## src/rtl/reg_sel_sequencer.sv

```systemverilog
// Register-select sequencer: latches an instruction word, decodes Ra/Rb/Rc and
// steps T3..T5 to drive register-bank select vectors and Y/Z datapath strobes.
module reg_sel_sequencer #(
    parameter int OPW     = 5,
    parameter int R_LAST  = 11,
    parameter int I_FIRST = 12,
    parameter int I_LAST  = 14
) (
    input  logic             clk,
    input  logic             clear,
    input  logic             start,
    input  logic [31:0]      BusMuxOut,
    output logic [15:0]      GRin,
    output logic [15:0]      GRout,
    output logic             BAout,
    output logic             Cout,
    output logic [31:0]      C_sign_extended,
    output logic             Yin,
    output logic             Zin,
    output logic             Zlowout,
    output logic [OPW-1:0]   alu_op,
    output logic             busy,
    output logic             done,
    output logic             illegal
);

    typedef enum logic [2:0] {IDLE, T3, T4, T5, DONE} state_t;

    localparam logic [OPW-1:0] R_LAST_C  = R_LAST[OPW-1:0];
    localparam logic [OPW-1:0] I_FIRST_C = I_FIRST[OPW-1:0];
    localparam logic [OPW-1:0] I_LAST_C  = I_LAST[OPW-1:0];

    state_t      state_q, state_d;
    logic [31:0] ir_q, ir_d;
    logic        illegal_q, illegal_d;

    logic [OPW-1:0] bus_op;
    logic           bus_legal;
    logic           ir_is_imm;
    logic [15:0]    ra_oh, rb_oh, rc_oh;

    assign bus_op    = BusMuxOut[31 -: OPW];
    assign bus_legal = (bus_op <= R_LAST_C) || ((bus_op >= I_FIRST_C) && (bus_op <= I_LAST_C));
    // Only legal opcodes ever reach T3/T4, so range-checking the immediate window suffices.
    assign ir_is_imm = (alu_op >= I_FIRST_C) && (alu_op <= I_LAST_C);

    assign alu_op          = ir_q[31 -: OPW];
    assign C_sign_extended = {{13{ir_q[18]}}, ir_q[18:0]};
    assign illegal         = illegal_q;

    generate
        for (genvar gi = 0; gi < 16; gi++) begin : g_reg_dec
            assign ra_oh[gi] = (ir_q[26:23] == 4'(gi));
            assign rb_oh[gi] = (ir_q[22:19] == 4'(gi));
            assign rc_oh[gi] = (ir_q[18:15] == 4'(gi));
        end
    endgenerate

    always_ff @(posedge clk) begin
        if (!clear) begin
            state_q   <= IDLE;
            ir_q      <= 32'd0;
            illegal_q <= 1'b0;
        end else begin
            state_q   <= state_d;
            ir_q      <= ir_d;
            illegal_q <= illegal_d;
        end
    end

    always_comb begin
        state_d   = state_q;
        ir_d      = ir_q;
        illegal_d = illegal_q;
        GRin      = 16'd0;
        GRout     = 16'd0;
        BAout     = 1'b0;
        Cout      = 1'b0;
        Yin       = 1'b0;
        Zin       = 1'b0;
        Zlowout   = 1'b0;
        busy      = 1'b0;
        done      = 1'b0;
        case (state_q)
            IDLE: begin
                if (start) begin
                    ir_d      = BusMuxOut;
                    illegal_d = !bus_legal;
                    state_d   = bus_legal ? T3 : DONE;
                end
            end
            T3: begin
                busy    = 1'b1;
                GRout   = rb_oh;
                Yin     = 1'b1;
                BAout   = ir_is_imm;
                state_d = T4;
            end
            T4: begin
                busy = 1'b1;
                Zin  = 1'b1;
                // Immediate operand comes from C on the bus, so no register is read.
                if (ir_is_imm) begin
                    Cout = 1'b1;
                end else begin
                    GRout = rc_oh;
                end
                state_d = T5;
            end
            T5: begin
                busy    = 1'b1;
                Zlowout = 1'b1;
                GRin    = ra_oh;
                state_d = DONE;
            end
            DONE: begin
                done    = 1'b1;
                state_d = IDLE;
            end
            default: state_d = IDLE;
        endcase
    end

endmodule
```

## config.mk

```make
export PLATFORM = sky130hd
export DESIGN_NAME = reg_sel_sequencer
export DESIGN_NICKNAME = d
export VERILOG_FILES = /design/src/rtl/reg_sel_sequencer.sv
export SDC_FILE = /design/constraint.sdc
export NUM_CORES = 1
export LEC_CHECK = 0
export CORE_ASPECT_RATIO = 0.6
export CORE_MARGIN = 2
export CORE_UTILIZATION = 40
export DETAILED_ROUTE_END_ITERATION = 7
export GPL_ROUTABILITY_DRIVEN = 0
export PLACE_DENSITY = 0.91
export RECOVER_POWER = 25
export SYNTH_ARGS = -nofsm -noshare
export SYNTH_HDL_FRONTEND = slang
export SYNTH_SLANG_ARGS = --single-unit
```

## constraint.sdc

```tcl
create_clock -name clk -period 2.6 [get_ports clk]
set_clock_uncertainty 0.15 [all_clocks]
set_input_delay 0.52 -clock clk [delete_from_list [all_inputs] [get_ports clk]]
set_output_delay 0.52 -clock clk [all_outputs]
set_load 0.05 [all_outputs]
```

Word level (Yosys, flattened, before mapping)
Cells that the tools add are included.
{"block": "word_totals", "elab_cells": 82, "input_bits": 35, "out_inout_bits": 77, "ff_bits": 36}
{"block": "classes", "n_eq_ne": 50, "muxes": 14, "order_cmp": 5, "reduce_logical": 10}
{"op": "4-bit == test (second input constant)", "n": 24}
{"op": "4-bit by 3-bit == test with 1-bit output (second input constant)", "n": 12}
{"op": "16-bit 2-to-1 mux", "n": 2}
{"op": "16-bit case mux with 2 select lines", "n": 1}
{"op": "4-bit by 2-bit == test with 1-bit output (second input constant)", "n": 6}
{"op": "5-bit by 4-bit less-or-equal comparator with 1-bit output (second input constant)", "n": 3}
{"op": "4-bit by 1-bit == test with 1-bit output (second input constant)", "n": 3}
{"op": "4-bit zero test", "n": 3}
{"op": "3-bit case mux with 4 select lines", "n": 1}
{"op": "5-bit by 4-bit greater-or-equal comparator with 1-bit output (second input constant)", "n": 2}
{"op": "1-bit 2-to-1 mux", "n": 8}
{"op": "3-bit by 2-bit == test with 1-bit output (second input constant)", "n": 2}
{"op": "3-bit 2-to-1 mux", "n": 2}
{"op": "3-bit by 1-bit == test with 1-bit output (second input constant)", "n": 1}
{"op": "3-bit == test (second input constant)", "n": 1}
{"op": "3-bit zero test", "n": 1}
{"op": "3-bit OR reduction", "n": 1}
{"op": "1-bit logical AND", "n": 2}
{"op": "2-bit inequality test (second input constant)", "n": 1}
{"op": "2-bit AND reduction", "n": 1}
{"op": "1-bit zero test", "n": 1}
{"op": "1-bit logical OR", "n": 1}

Logic depth before layout (Yosys ltp)
{"block": "depth", "depth_word": 6, "mapped_depth": 6, "ltp_nobuf": 4}

Worst setup path after synthesis
Ideal clock, no wire load.
{"block": "synth_path", "path_type": "reg2out", "from": "register state_q[1]", "to": "output port GRout[13]", "path_stages_with_launch": 5, "t_arrival_ps": 2397, "required_time_ps": 1930, "setup_slack_ps": -467, "path_cell_list": "dfxtp_1 > buf_6 > nor3b_2 > o2111ai_1 > o22ai_1"}
{"block": "synth_between", "elab_chain_len": 2, "word_cells_on_any_way": 3, "classes_between": "2 x eq/ne; 1 x mux"}
{"element": "from (decl)", "line_no": "33", "source": "state_t state_q, state_d;"}
{"element": "from (signal assigned)", "line_no": "65", "source": "state_q <= state_d;"}
{"element": "3-bit by 2-bit == test with 1-bit output / 3-bit by 1-bit == test with 1-bit output (equally long branches)", "line_no": "84", "source": "case (state_q)"}
{"element": "16-bit case mux with 2 select lines (*)", "line_no": "84"}
{"element": "to (decl)", "line_no": "14", "source": "output logic [15:0] GRout,"}
Every way passes the cells marked *; elsewhere a longest branch is shown, timed or not.

Worst setup path in the final report
{"block": "layout_path", "from": "register ir_q[31]", "to": "output port GRout[13]"}
{"block": "layout_between", "elab_chain_len": 4, "word_cells_on_any_way": 5, "classes_between": "2 x order compare; 2 x mux; 1 x reduce/logical"}
{"element": "from (decl)", "line_no": "34", "source": "logic [31:0] ir_q, ir_d;"}
{"element": "from (signal assigned)", "line_no": "66", "source": "ir_q <= ir_d;"}
{"element": "5-bit by 4-bit greater-or-equal comparator with 1-bit output / 5-bit by 4-bit less-or-equal comparator with 1-bit output (equally long branches)", "line_no": "45", "source": "assign ir_is_imm = (alu_op >= I_FIRST_C) && (alu_op <= I_LAST_C);"}
{"element": "1-bit logical AND (*)", "line_no": "45"}
{"element": "16-bit 2-to-1 mux (*)", "line_no": "103", "source": "if (ir_is_imm) begin"}
{"element": "16-bit case mux with 2 select lines (*)", "line_no": "84"}
Marked as above.

==> out/results.txt <==
Post-synthesis sequential area ratio = 34.7%
Buf+Inv Stages, Crit Path = 1
Async S/R FF share, synth = 0%
R2r worst-path depth = 5
Worst Path Arrival = 1880 ps
Slew Limit Fails = 0
Placed Area = 3580 um2
Slew @ Worst Pin = 631 ps
CP max FO = 5
Global-route wire length before repair = 9.74 mm
Required time worst endpoint = 1930 ps
Clock Tree Root = clkbuf_8
Share of layout cells above drive strength 1 = 28.6%
Post-Place Setup Slack = 141 ps
Unrepaired setup endpoints after global routing = yes
Post-DRT Antenna Nets = 0
Slowest stage delay, CP = 550 ps
Leakage = 1.28 nW
Fmax = 392 MHz
Commonest non-fill, non-tap cells in the layout = clkdlybuf4s50_1, nand2_1, buf_12, dfxtp_1, a21boi_0
Sw Ratio = 36.6%
HP Class = flop to flop
Fin crit period = 2550 ps
Initial core utilization = 41.3%
Cell Area, Synth = 2080 um2
Hold_ws = 303 ps
Clock Latency Late Sink = 280 ps
Post-synthesis cell type count = 30
Most common cell after layout, fill and taps aside = clkdlybuf4s50_1
Largest net degree at the start of global routing = 19
Synth warnings = 0
Longest Clk Path Bufs = 2
Syn Area/Cell = 7.85 um2
Die X = 97.1 um
CTS Sinks = 36
DRC errors left = 0
Final period util = 98.0%
Crit Path Class = flop to primary output
Crit. End Element = primary output
Detailed Place HPWL = 4.79 mm
Power density over the cells = 447 nW/um2
CP top delay family = compound AO/OA/AOI/OAI gates
H-tree Lvls = 2
Pre-Repair DR Iteration Count = 4
Mapped Nets = 300
Total congestion overflow = 0
Clock tree from TritonCTS = yes
Max-slew headroom = 57.8%
Final Worst Setup Slack = 51.5 ps
Seq pwr share = 38.5%
Die area = 5810 um2
Drt initial violations = 93
Endpoints failing setup = 0
Die Span Y = 59.9 um
Core ar. = 5030 um2
Synth Register Bits = 36
Fill cells = 369
Design area = 3740 um2
Reg2reg setup slack = 570 ps
Net Switching = 0.613 mW
Number of flops mapped to enable cells by yosys = 0
WL final = 6.19 mm
Worst-path clk slew = 60 ps
Worst-path cell chain = nand3b_1 > o2111ai_2 > o22ai_2 > buf_12
Vias in the first global route = 1948
Worst reg2reg startpoint = state_q[0]$_SDFFE_PN0P_
Maximum VDD drop = 0.277 mV
Min-Delay Endpoint = ir_q[10]$_SDFFE_PN0P_
Hold Path Depth = 2
Main flop type after synthesis = dfxtp_1
Total CTS buffers = 5
Crit start category = flop
Initial antenna violation count = 0
Status = complete, no violations
Max-Cap Viols = 0
Post-Synthesis Cells = 265
Per-cell routed wire length = 15.0 um
Clock Power Share = 25.2%
Internal power = 1.06 mW
Reg2reg end = ir_q[20]$_SDFFE_PN0P_
Gr usage total = 21.2%
Net count, final = 381
Vias/cell = 5.07
Port Buffers = 111
Final Hold Fails = 0
# rows = 20
P&R area growth vs syn = 80.1%
Antenna Cells = 0
Via Count = 2087
Gate power share = 36.3%
Slowest CP cell = o2111ai_2
IO Count = 112
Hold_sp = ir_q[10]$_SDFFE_PN0P_
-- per-layer routing --
metal | GRT usage [%] | wire length (um) | up-vias
met5 | 0 | 0 | -
met4 | 6.24 | 93 | 0
met3 | 6.67 | 475 | 8
met2 | 36.5 | 2910 | 82
met1 | 26.2 | 2710 | 974
li1 | - | - | 1023
-- layout make-up --
class	count	area, um2	share of cell area (%)
clock buffers	7	96.3	2.57
inverters	3	15.0	0.401
multi-input cells	175	1280	34.2
flip-flops and latches	36	724	19.3
well taps	66	82.6	2.21
repair buffers	125	1550	41.3
-- logic make-up after synthesis --
kind of cell | after synthesis | share of synthesized area, %
AOI/OAI and AO/OA | 57 | 19.4
DFF | 36 | 34.7
buffers and inverters | 54 | 18.5
xor gates and xnor gates | 1 | 0.421
and+or+nand+nor | 117 | 27.0
-- state kept, by name (all words and copies together) (netlist names) --
signal   count
state_q      3
ir_q        32
illegal      1
-- metrics by stage --
step | std cells | TNS (ps) | power [mW] | utilization [%]
after floorplan | 265 | -344 | 1.11 | -
after global placement | 400 | 0 | 1.25 | 71.2
after detailed placement | 400 | 0 | 1.26 | 71.2
after CTS | 409 | -43.1 | 1.69 | 74.1
after global routing | 412 | -194 | 1.75 | 74.5
final | 412 | 0 | 1.67 | 74.5
-- what timing repair did --
| item | CTS | global route |
|---|---|---|
| setup buffers | 2 | 3 |
| hold buffers | 0 | 0 |
| endpoints found under the setup margin | 19 | 30 |
| hold endpoints to repair | 0 | 0 |
| pin swaps | 1 | 1 |
| gates resized for setup | 7 | 5 |
-- power groups by stage --
stage / logic, mW / registers (mW) / clock network, mW
finish: 0.608 / 0.644 / 0.422
global route: 0.642 / 0.652 / 0.459
CTS: 0.616 / 0.642 / 0.432
detailed placement: 0.607 / 0.654 / 0
global placement: 0.596 / 0.650 / 0
floorplan: 0.463 / 0.646 / 0
-- how the worst max path moves through the flow --
stage,from,endpoint,slack [ps],depth (start not counted)
after global routing,ir_q[31]$_SDFFE_PN0P_,GRout[13],-70,4
after detailed placement,state_q[2]$_SDFFE_PN0P_,GRout[14],140,5
after CTS,state_q[0]$_SDFFE_PN0P_,GRin[1],-20,5
after floorplan,state_q[1]$_SDFFE_PN0P_,GRout[13],-80,4
after global placement,state_q[2]$_SDFFE_PN0P_,GRout[14],180,5
final,ir_q[31]$_SDFFE_PN0P_,GRout[13],50,4
-- tightest hold or removal path: stages (launching register included) --
cell and delay (ps):
dfxtp_1 310, nand2_1 50, a21boi_1 50
-- synth_stat cells, types with 2 or more instances --
library cell / instances / area (um2)
inv_1: 3 / 11.3
buf_6: 5 / 56.3
or2_2: 3 / 18.8
or3b_1: 2 / 17.5
nand3b_1: 6 / 45.0
nand2b_1: 7 / 43.8
dfxtp_1: 36 / 721
nand2_1: 68 / 255
a21boi_0: 2 / 15.0
a21boi_1: 30 / 225
buf_4: 37 / 278
o22ai_1: 16 / 100
nor2_1: 16 / 60.1
nor3_1: 5 / 25.0
o2111ai_1: 4 / 35.0
buf_2: 5 / 25.0
a21oi_1: 3 / 15.0
and2_1: 2 / 12.5
nand3_1: 2 / 10.0
clkbuf_1: 3 / 11.3
Note: power is estimated with default switching activity, not from simulation.
